## src/rtl/cpu_defs.sv

```systemverilog
// Shared CPU front-end types: fetch/decode pipe register, exception redirect
// request, virtual address type and the IF-stage FSM encoding.
package cpu_defs;

  typedef logic [31:0] virt_t;

  localparam virt_t RESET_PC = 32'hBFC0_0000;

  typedef struct packed {
    logic  valid;
    virt_t target;
  } except_req_t;

  typedef struct packed {
    logic        valid;
    virt_t       vaddr;
    logic [31:0] inst;
    logic        adel;
  } pipe_if_t;

  typedef enum logic [1:0] {
    IDLE,
    WAIT,
    HOLD,
    DROP
  } if_state_t;

  function automatic virt_t pc_plus4(virt_t pc);
    return pc + 32'd4;
  endfunction

endpackage

```

## src/rtl/pc_gen.sv

```systemverilog
// Program counter for the IF stage: holds pc_q, remembers a pending branch
// redirect until the delay slot returns, and picks exception > redirect > +4.
module pc_gen
  import cpu_defs::*;
#(
  parameter virt_t RESET_PC = cpu_defs::RESET_PC
) (
  input  logic  clk,
  input  logic  rst,
  input  logic  except_valid,
  input  virt_t except_target,
  input  logic  br_valid,
  input  virt_t br_target,
  input  logic  advance,
  output virt_t pc_q
);

  logic  redir_pend;
  virt_t redir_pc;
  virt_t pc_d;

  // A branch seen in the same cycle as the delay-slot response wins directly.
  always_comb begin
    pc_d = pc_q;
    if (except_valid) begin
      pc_d = except_target;
    end else if (advance) begin
      if (br_valid)
        pc_d = br_target;
      else if (redir_pend)
        pc_d = redir_pc;
      else
        pc_d = pc_plus4(pc_q);
    end
  end

  always_ff @(posedge clk) begin
    if (rst) begin
      pc_q       <= RESET_PC;
      redir_pend <= 1'b0;
      redir_pc   <= RESET_PC;
    end else begin
      pc_q <= pc_d;
      if (except_valid || advance) begin
        redir_pend <= 1'b0;
      end else if (br_valid) begin
        redir_pend <= 1'b1;
        redir_pc   <= br_target;
      end
    end
  end

endmodule

```

## src/rtl/inst_fetch.sv

```systemverilog
// IF stage: one blocking icache request at a time, feeding pipe_if to decode.
// Optional IF_ADDR_ERR_CHECK_EN raises adel for a misaligned pc_q instead of fetching.
module inst_fetch
  import cpu_defs::*;
#(
  parameter virt_t RESET_PC = cpu_defs::RESET_PC,
  parameter int    ADDR_W   = 32
) (
  input  logic              clk,
  input  logic              rst,
  input  logic              ready_i,
  input  except_req_t       except_req,
  input  logic              br_valid,
  input  logic [ADDR_W-1:0] br_target,
  output logic              ic_req_valid,
  output logic [ADDR_W-1:0] ic_req_vaddr,
  input  logic              ic_req_ready,
  input  logic              ic_resp_valid,
  input  logic [31:0]       ic_resp_inst,
  output pipe_if_t          pipe_if
);

  if_state_t state_q, state_d;
  pipe_if_t  pipe_q, pipe_d;
  pipe_if_t  hold_q, hold_d;
  virt_t     pc_q;
  logic      advance;
  logic      slot_free;
  logic      req_ok;

  pc_gen #(
    .RESET_PC(RESET_PC)
  ) u_pc_gen (
    .clk          (clk),
    .rst          (rst),
    .except_valid (except_req.valid),
    .except_target(except_req.target),
    .br_valid     (br_valid),
    .br_target    (br_target),
    .advance      (advance),
    .pc_q         (pc_q)
  );

`ifdef IF_ADDR_ERR_CHECK_EN
  logic adel_sent_q, adel_sent_d;
  assign req_ok = (pc_q[1:0] == 2'b00);
`else
  assign req_ok = 1'b1;
`endif

  assign slot_free    = !pipe_q.valid || ready_i;
  assign ic_req_vaddr = pc_q;
  assign pipe_if      = pipe_q;

  always_comb begin
    state_d      = state_q;
    pipe_d       = pipe_q;
    hold_d       = hold_q;
    advance      = 1'b0;
    ic_req_valid = 1'b0;
`ifdef IF_ADDR_ERR_CHECK_EN
    adel_sent_d  = adel_sent_q;
`endif
    if (ready_i)
      pipe_d.valid = 1'b0;

    unique case (state_q)
      IDLE: begin
        if (req_ok && !rst) begin
          ic_req_valid = 1'b1;
          if (ic_req_ready)
            state_d = WAIT;
        end
`ifdef IF_ADDR_ERR_CHECK_EN
        // A misaligned PC is reported once and then parked until redirected.
        else if (!req_ok && slot_free && !adel_sent_q) begin
          pipe_d      = '{valid: 1'b1, vaddr: pc_q, inst: 32'd0, adel: 1'b1};
          adel_sent_d = 1'b1;
        end
`endif
      end
      WAIT: begin
        if (ic_resp_valid) begin
          advance = 1'b1;
          if (slot_free) begin
            pipe_d  = '{valid: 1'b1, vaddr: pc_q, inst: ic_resp_inst, adel: 1'b0};
            state_d = IDLE;
          end else begin
            hold_d  = '{valid: 1'b1, vaddr: pc_q, inst: ic_resp_inst, adel: 1'b0};
            state_d = HOLD;
          end
        end
      end
      HOLD: begin
        if (ready_i) begin
          pipe_d  = hold_q;
          hold_d  = '0;
          state_d = IDLE;
        end
      end
      DROP: begin
        if (ic_resp_valid)
          state_d = IDLE;
      end
      default: state_d = IDLE;
    endcase

    // A flush must still swallow the response of any request left in flight.
    if (except_req.valid) begin
      pipe_d  = '0;
      hold_d  = '0;
      advance = 1'b0;
`ifdef IF_ADDR_ERR_CHECK_EN
      adel_sent_d = 1'b0;
`endif
      if (((state_q == WAIT || state_q == DROP) && !ic_resp_valid) ||
          (ic_req_valid && ic_req_ready))
        state_d = DROP;
      else
        state_d = IDLE;
    end
  end

  always_ff @(posedge clk) begin
    if (rst) begin
      state_q <= IDLE;
      pipe_q  <= '0;
      hold_q  <= '0;
    end else begin
      state_q <= state_d;
      pipe_q  <= pipe_d;
      hold_q  <= hold_d;
    end
  end

`ifdef IF_ADDR_ERR_CHECK_EN
  always_ff @(posedge clk) begin
    if (rst)
      adel_sent_q <= 1'b0;
    else
      adel_sent_q <= adel_sent_d;
  end
`endif

endmodule

```

## config.mk

```make
export PLATFORM = sky130hd
export DESIGN_NAME = inst_fetch
export DESIGN_NICKNAME = d
export VERILOG_FILES = /design/src/rtl/cpu_defs.sv /design/src/rtl/pc_gen.sv /design/src/rtl/inst_fetch.sv
export SDC_FILE = /design/constraint.sdc
export NUM_CORES = 1
export LEC_CHECK = 0
export ABC_CLOCK_PERIOD_IN_PS = 2450
export CORE_UTILIZATION = 52
export DETAILED_ROUTE_END_ITERATION = 8
export PLACE_DENSITY_LB_ADDON = 0.05
export SLEW_MARGIN = 30
export SYNTH_ARGS = -nofsm -noshare
export SYNTH_HDL_FRONTEND = slang
export SYNTH_HIERARCHICAL = 1
export SYNTH_SLANG_ARGS = --single-unit
```

## constraint.sdc

```tcl
create_clock -name clk -period 2.45 [get_ports clk]
set_clock_uncertainty 0.15 [all_clocks]
set_input_delay 0.735 -clock clk [delete_from_list [all_inputs] [get_ports clk]]
set_output_delay 0.735 -clock clk [all_outputs]
set_load 0.01 [all_outputs]
```

### Word-level counts from Yosys, hierarchy flattened

Cells that the tools add are included.

| storage, ports and cells | value |
|---|---|
| bits in registers | 199 |
| input bits | 103 |
| output and inout bits | 99 |
| logic and storage cells | 68 |

| cells by class | value |
|---|---|
| add/subtract/negate cells | 1 |
| equal/unequal tests | 11 |
| muxes and demuxes | 26 |
| bitwise logic cells | 1 |
| reduce and logical (&&, ||, !) cells | 17 |

Operators by type and width:

| operator | number |
|---|---|
| 66-bit two-way mux | 6 |
| 66-bit case mux with 2 select lines | 2 |
| 32-bit two-way mux | 4 |
| 32-bit by 3-bit adder with 32-bit output, second input constant | 1 |
| 2-bit two-way mux | 7 |
| 3-bit != test, second input constant | 4 |
| 4-bit AND reduction | 3 |
| 2-bit != test, second input constant | 4 |
| 2-bit case mux with 4 select lines | 1 |
| 1-bit two-way mux | 6 |
| 2-bit == test, second input constant | 2 |
| 1-bit logical OR | 4 |
| 2-bit nonzero test | 2 |
| 2-bit OR reduction | 2 |
| 2-bit by 1-bit == test with 1-bit output, second input constant | 1 |
| 1-bit logical AND | 2 |
| 1-bit logical NOT | 2 |
| 2-bit logical NOT | 1 |
| 2-bit AND reduction | 1 |
| 1-bit NOT | 1 |

### Logic depth before layout (Yosys ltp)

| logic depth | value |
|---|---|
| depth after elaboration | 6 |
| gate-level depth with buffers | 11 |
| gate-level depth less buffers | 9 |

### Hierarchy

Netlist, hierarchy kept.

Modules (own cells, without submodules):

| module | instances | cells each | area an instance (um^2) | sequential area each (um^2) |
|---|---|---|---|---|
| inst_fetch | 1 | 630 | 5959.5 | 2642.5 |
| pc_gen | 1 | 532 | 3946.3 | 1301.2 |

### Least setup slack after synthesis

OpenSTA, ideal clock, no wires.

| path | value |
|---|---|
| path kind | input port to flip-flop |
| from | in ic_resp_valid |
| to | reg u_pc_gen.pc_q[19] |
| setup time | 0.117 ns |
| arrival time | 1.958 ns |
| data required time | 2.183 ns |
| slack | 0.224 ns |
| cell stages on the path | 8 |
| buffers on the path | 2 |
| cell sequence | nand2_2 > nor2_1 > clkbuf_1 > buf_1 > o211ai_1 > o21ai_0 > o21ai_0 > a32o_1 |

| on the way | value |
|---|---|
| word-level cells in the longest chain between the ends | 4 |

Ends and longest elaborated chain:

| item | RTL line | text |
|---|---|---|
| start, declared | inst_fetch.sv:18 | `input logic ic_resp_valid,` |
| 1-bit two-way mux | inst_fetch.sv:83 | `if (ic_resp_valid) begin` |
| 1-bit two-way mux | inst_fetch.sv:67 | `unique case (state_q)` |
| 1-bit two-way mux | inst_fetch.sv:109 | `if (except_req.valid) begin` |
| net advance | inst_fetch.sv:27 | `logic advance;` |
| 2-bit nonzero test (no source line) | - |  |
| end signal, assigned | pc_gen.sv:43 | `pc_q <= pc_d;` |
| end, declared | pc_gen.sv:15 | `output virt_t pc_q` |

The timed path passes the listed nets, and every way through them passes these cells.
A chain may end at the register's enable or synchronous reset.

### Worst setup path after layout

| path | value |
|---|---|
| from | reg u_pc_gen.pc_q[21] |
| to | out ic_req_vaddr[21] |

RTL lines:

| item | RTL line | text |
|---|---|---|
| end, declared | inst_fetch.sv:16 | `output logic [ADDR_W-1:0] ic_req_vaddr,` |

No word-level cell between the ends.

==> results.ini <==
[status]
status=complete, no violations

[clock_network]
h-tree-depth=4
post_cts_buffers=0
cts_buffers=17
cts_tree=yes
clk_pin_slew_ns=0.08
cts_num_sinks=197
clock_latency_ns=0.44
clock_path_buffers=2
holdBufCountCts=0
root_buffer=clkbuf_16
cts_resized=17

[worst_hold_path]
worstHoldStart=hold_q[30]
hold_path.class=flop to flop

[synth]
avgSynthCellArea_um2=8.52
synth_enable_flop_cells=0
synth_area_leaders=dfxtp_1, a2bb2oi_2, nand2_1
synth_top_area_share_pct=39.8
synth_ff_type=dfxtp_1
syn-num-nets=1270
ys_seq_elements=197
seq_area_frac_synth_pct=39.8
yosysTopAreaCell=dfxtp_1
synth.distinct_cells=71
netlist_instances=1162
yosysWarnings=6
async_reset_ff_share_pct=0
syn_area_mm2=0.00991

[finish]
layout_common_cells=clkdlybuf4s50_1, nand2_1, dfxtp_1, a21oi_1, nor2_1
drive_gt1_share_pct=16.9
instances_no_fill=1616
finalNetCount=1478
layout.cells.most_common=clkdlybuf4s50_1
fill_cells=1523
final_util_pct=70.2
syn_to_final_growth_pct=32.6
antenna-diode-count=0

[timing]
setup_tns_ns=0
final-setup-viol-count=0
fmax_ghz=0.413
min_period_ns=2.42
whs_ns=0.301
worst_pin_slew_ns=0.646
hold_viol=0
slew_headroom_pct=56.8
maxSlewViolCount=0
finalCritPeriodShare_pct=98.8
rsz0062_at_grt=no

[setup_path]
setup.worst_path.start=u_pc_gen/pc_q[21]
reg2reg_from=state_q[1]
cp_num_cells=1
worstPathMaxFanout=6
slowest_delay_ns=0.60
critical_path_class=flop to primary output
reg2regPathDepth=8
setup.worst_path.start_class=flop
crit_chain=clkdlybuf4s50_1
endpoint_kind=primary output
cp_slowest_cell=clkdlybuf4s50_1
cp_num_buf_inv=1
worstPathArrival_ns=1.54
ff2ff_setup_slack_ns=0.31
crit_end=ic_req_vaddr[21]
path_delay_family=buffers and inverters
critPathRequiredTime_ns=1.56
r2r_end=pipe_if[59]

[floorplanning]
initial_utilization_pct=53.0
die_area_mm2=0.0196
rows=50
die_h_um=140
io_pins=202
core_mm2=0.0187
die_w_um=140

[global_route]
grt_overflow_total=0
grt_antenna_before_repair=1
grt_max_degree=66
grt_usage_pct=31.6
grt_pass1_vias=9463
grt_pass1_wl_mm=49.5

[route]
route.detailed.drc=0
via_count=9811
drt-initial-drc-count=811
drtAntennaViolNets=0
routed_wl_mm=30.7
vias_per_cell=6.07
first_pass_iters=5
wl_per_cell_um=19.0

[run]
cap_violations=0

[power]
total_power_w=0.00738
p_per_area_mw_per_mm2=562
leakage_nw=4.49
irDropWorstVdd_mv=0.490

[placed_design]
place_hpwl_mm=20.8
place_inst=1585
portBuffers=200
place_congestion=0.903

==> where the power goes <==
group	switching [W]	internal, W
sequential	0.000109	0.00329
combinational	0.000665	0.000611
clock	0.00135	0.00136
total	0.00212	0.00526
==> registers in the layout (all words and copies together) (netlist names) <==
register and count:
u_pc_gen/pc_q 32, hold_q 65, u_pc_gen/redir_pend 1, u_pc_gen/redir_pc 32, state_q 2, pipe_if 65
==> per-stage QoR <==
step	worst slack, ns	cell area (um2)
3_5_place_dp	-0.251	12600
2_1_floorplan	0.224	9910
4_1_cts	0.00289	13100
5_1_grt	0.00722	13100
6_report	0.0295	13100
3_3_place_gp	-0.221	12600
==> layer usage <==
metal  vias up  track usage, %  wire length [um]
met3        59            6.19              2560
met5         -               0                10
met4         2            12.2               779
li1       4653               -                 -
met2       484            51.3             14300
met1      4613            41.4             13000
==> layout make-up <==
cell class	count	area, um2	share of cell area (%)
Inverter	15	56.3	0.429
Sequential cell	197	3970	30.2
Clock buffer	18	439	3.34
Timing Repair Buffer	300	2930	22.3
Tap cell	234	293	2.23
Multi-Input combinational cell	839	5330	40.6
Clock inverter	13	120	0.915
==> kinds of logic after synthesis <==
| logic type | after synthesis | synth area share (%) |
|---|---|---|
| XOR/XNOR | 14 | 1.24 |
| AND/OR/NAND/NOR | 456 | 22.0 |
| buffers and inverters | 126 | 6.48 |
| adder cells (fa/ha/maj) | 5 | 0.632 |
| AO/OA/AOI/OAI | 354 | 28.9 |
| multiplexers | 9 | 0.922 |
| other | 1 | 0.0379 |
| flip-flops | 197 | 39.8 |
==> synth_stat cells (4+ instances only) <==
master / number
a221oi_1: 9
nand2_1: 185
o21ai_1: 6
a221o_1: 4
xor2_1: 5
nand2b_1: 6
a2bb2oi_1: 15
xnor2_1: 9
dfxtp_1: 197
nand3b_1: 4
and2_1: 5
ha_1: 5
a211oi_1: 6
nand4_1: 8
a22oi_1: 6
o21ai_0: 29
buf_6: 15
a31oi_1: 6
nor3_1: 12
and3_1: 4
mux2i_1: 8
a32oi_1: 64
buf_2: 36
o22ai_1: 5
buf_1: 9
clkbuf_1: 48
nand3_1: 88
inv_1: 14
nor4_4: 6
a2bb2oi_2: 50
and4_1: 5
a21oi_1: 117
o211ai_1: 7
nor2_1: 108
==> worst min path at each step <==
stage / end / slack (ns) / cells after the start
after CTS: hold_q[29] / 0.30 / 2
after global routing: hold_q[52] / 0.32 / 2
after floorplan: hold_q[10] / 0.28 / 2
after detailed placement: hold_q[24] / 0.29 / 2
final: hold_q[30] / 0.30 / 2
after global placement: hold_q[41] / 0.29 / 2
==> worst register-to-register path, cell delays in order (launching register included) <==
cell and delay [ns]:
dfxtp_1 0.39, inv_1 0.08, ha_1 0.20, buf_4 0.18, and2_2 0.25, buf_4 0.25
a32oi_1 0.32, a2bb2oi_2 0.16, nor2_1 0.05
No activity file was read; power rests on OpenSTA's default activity.
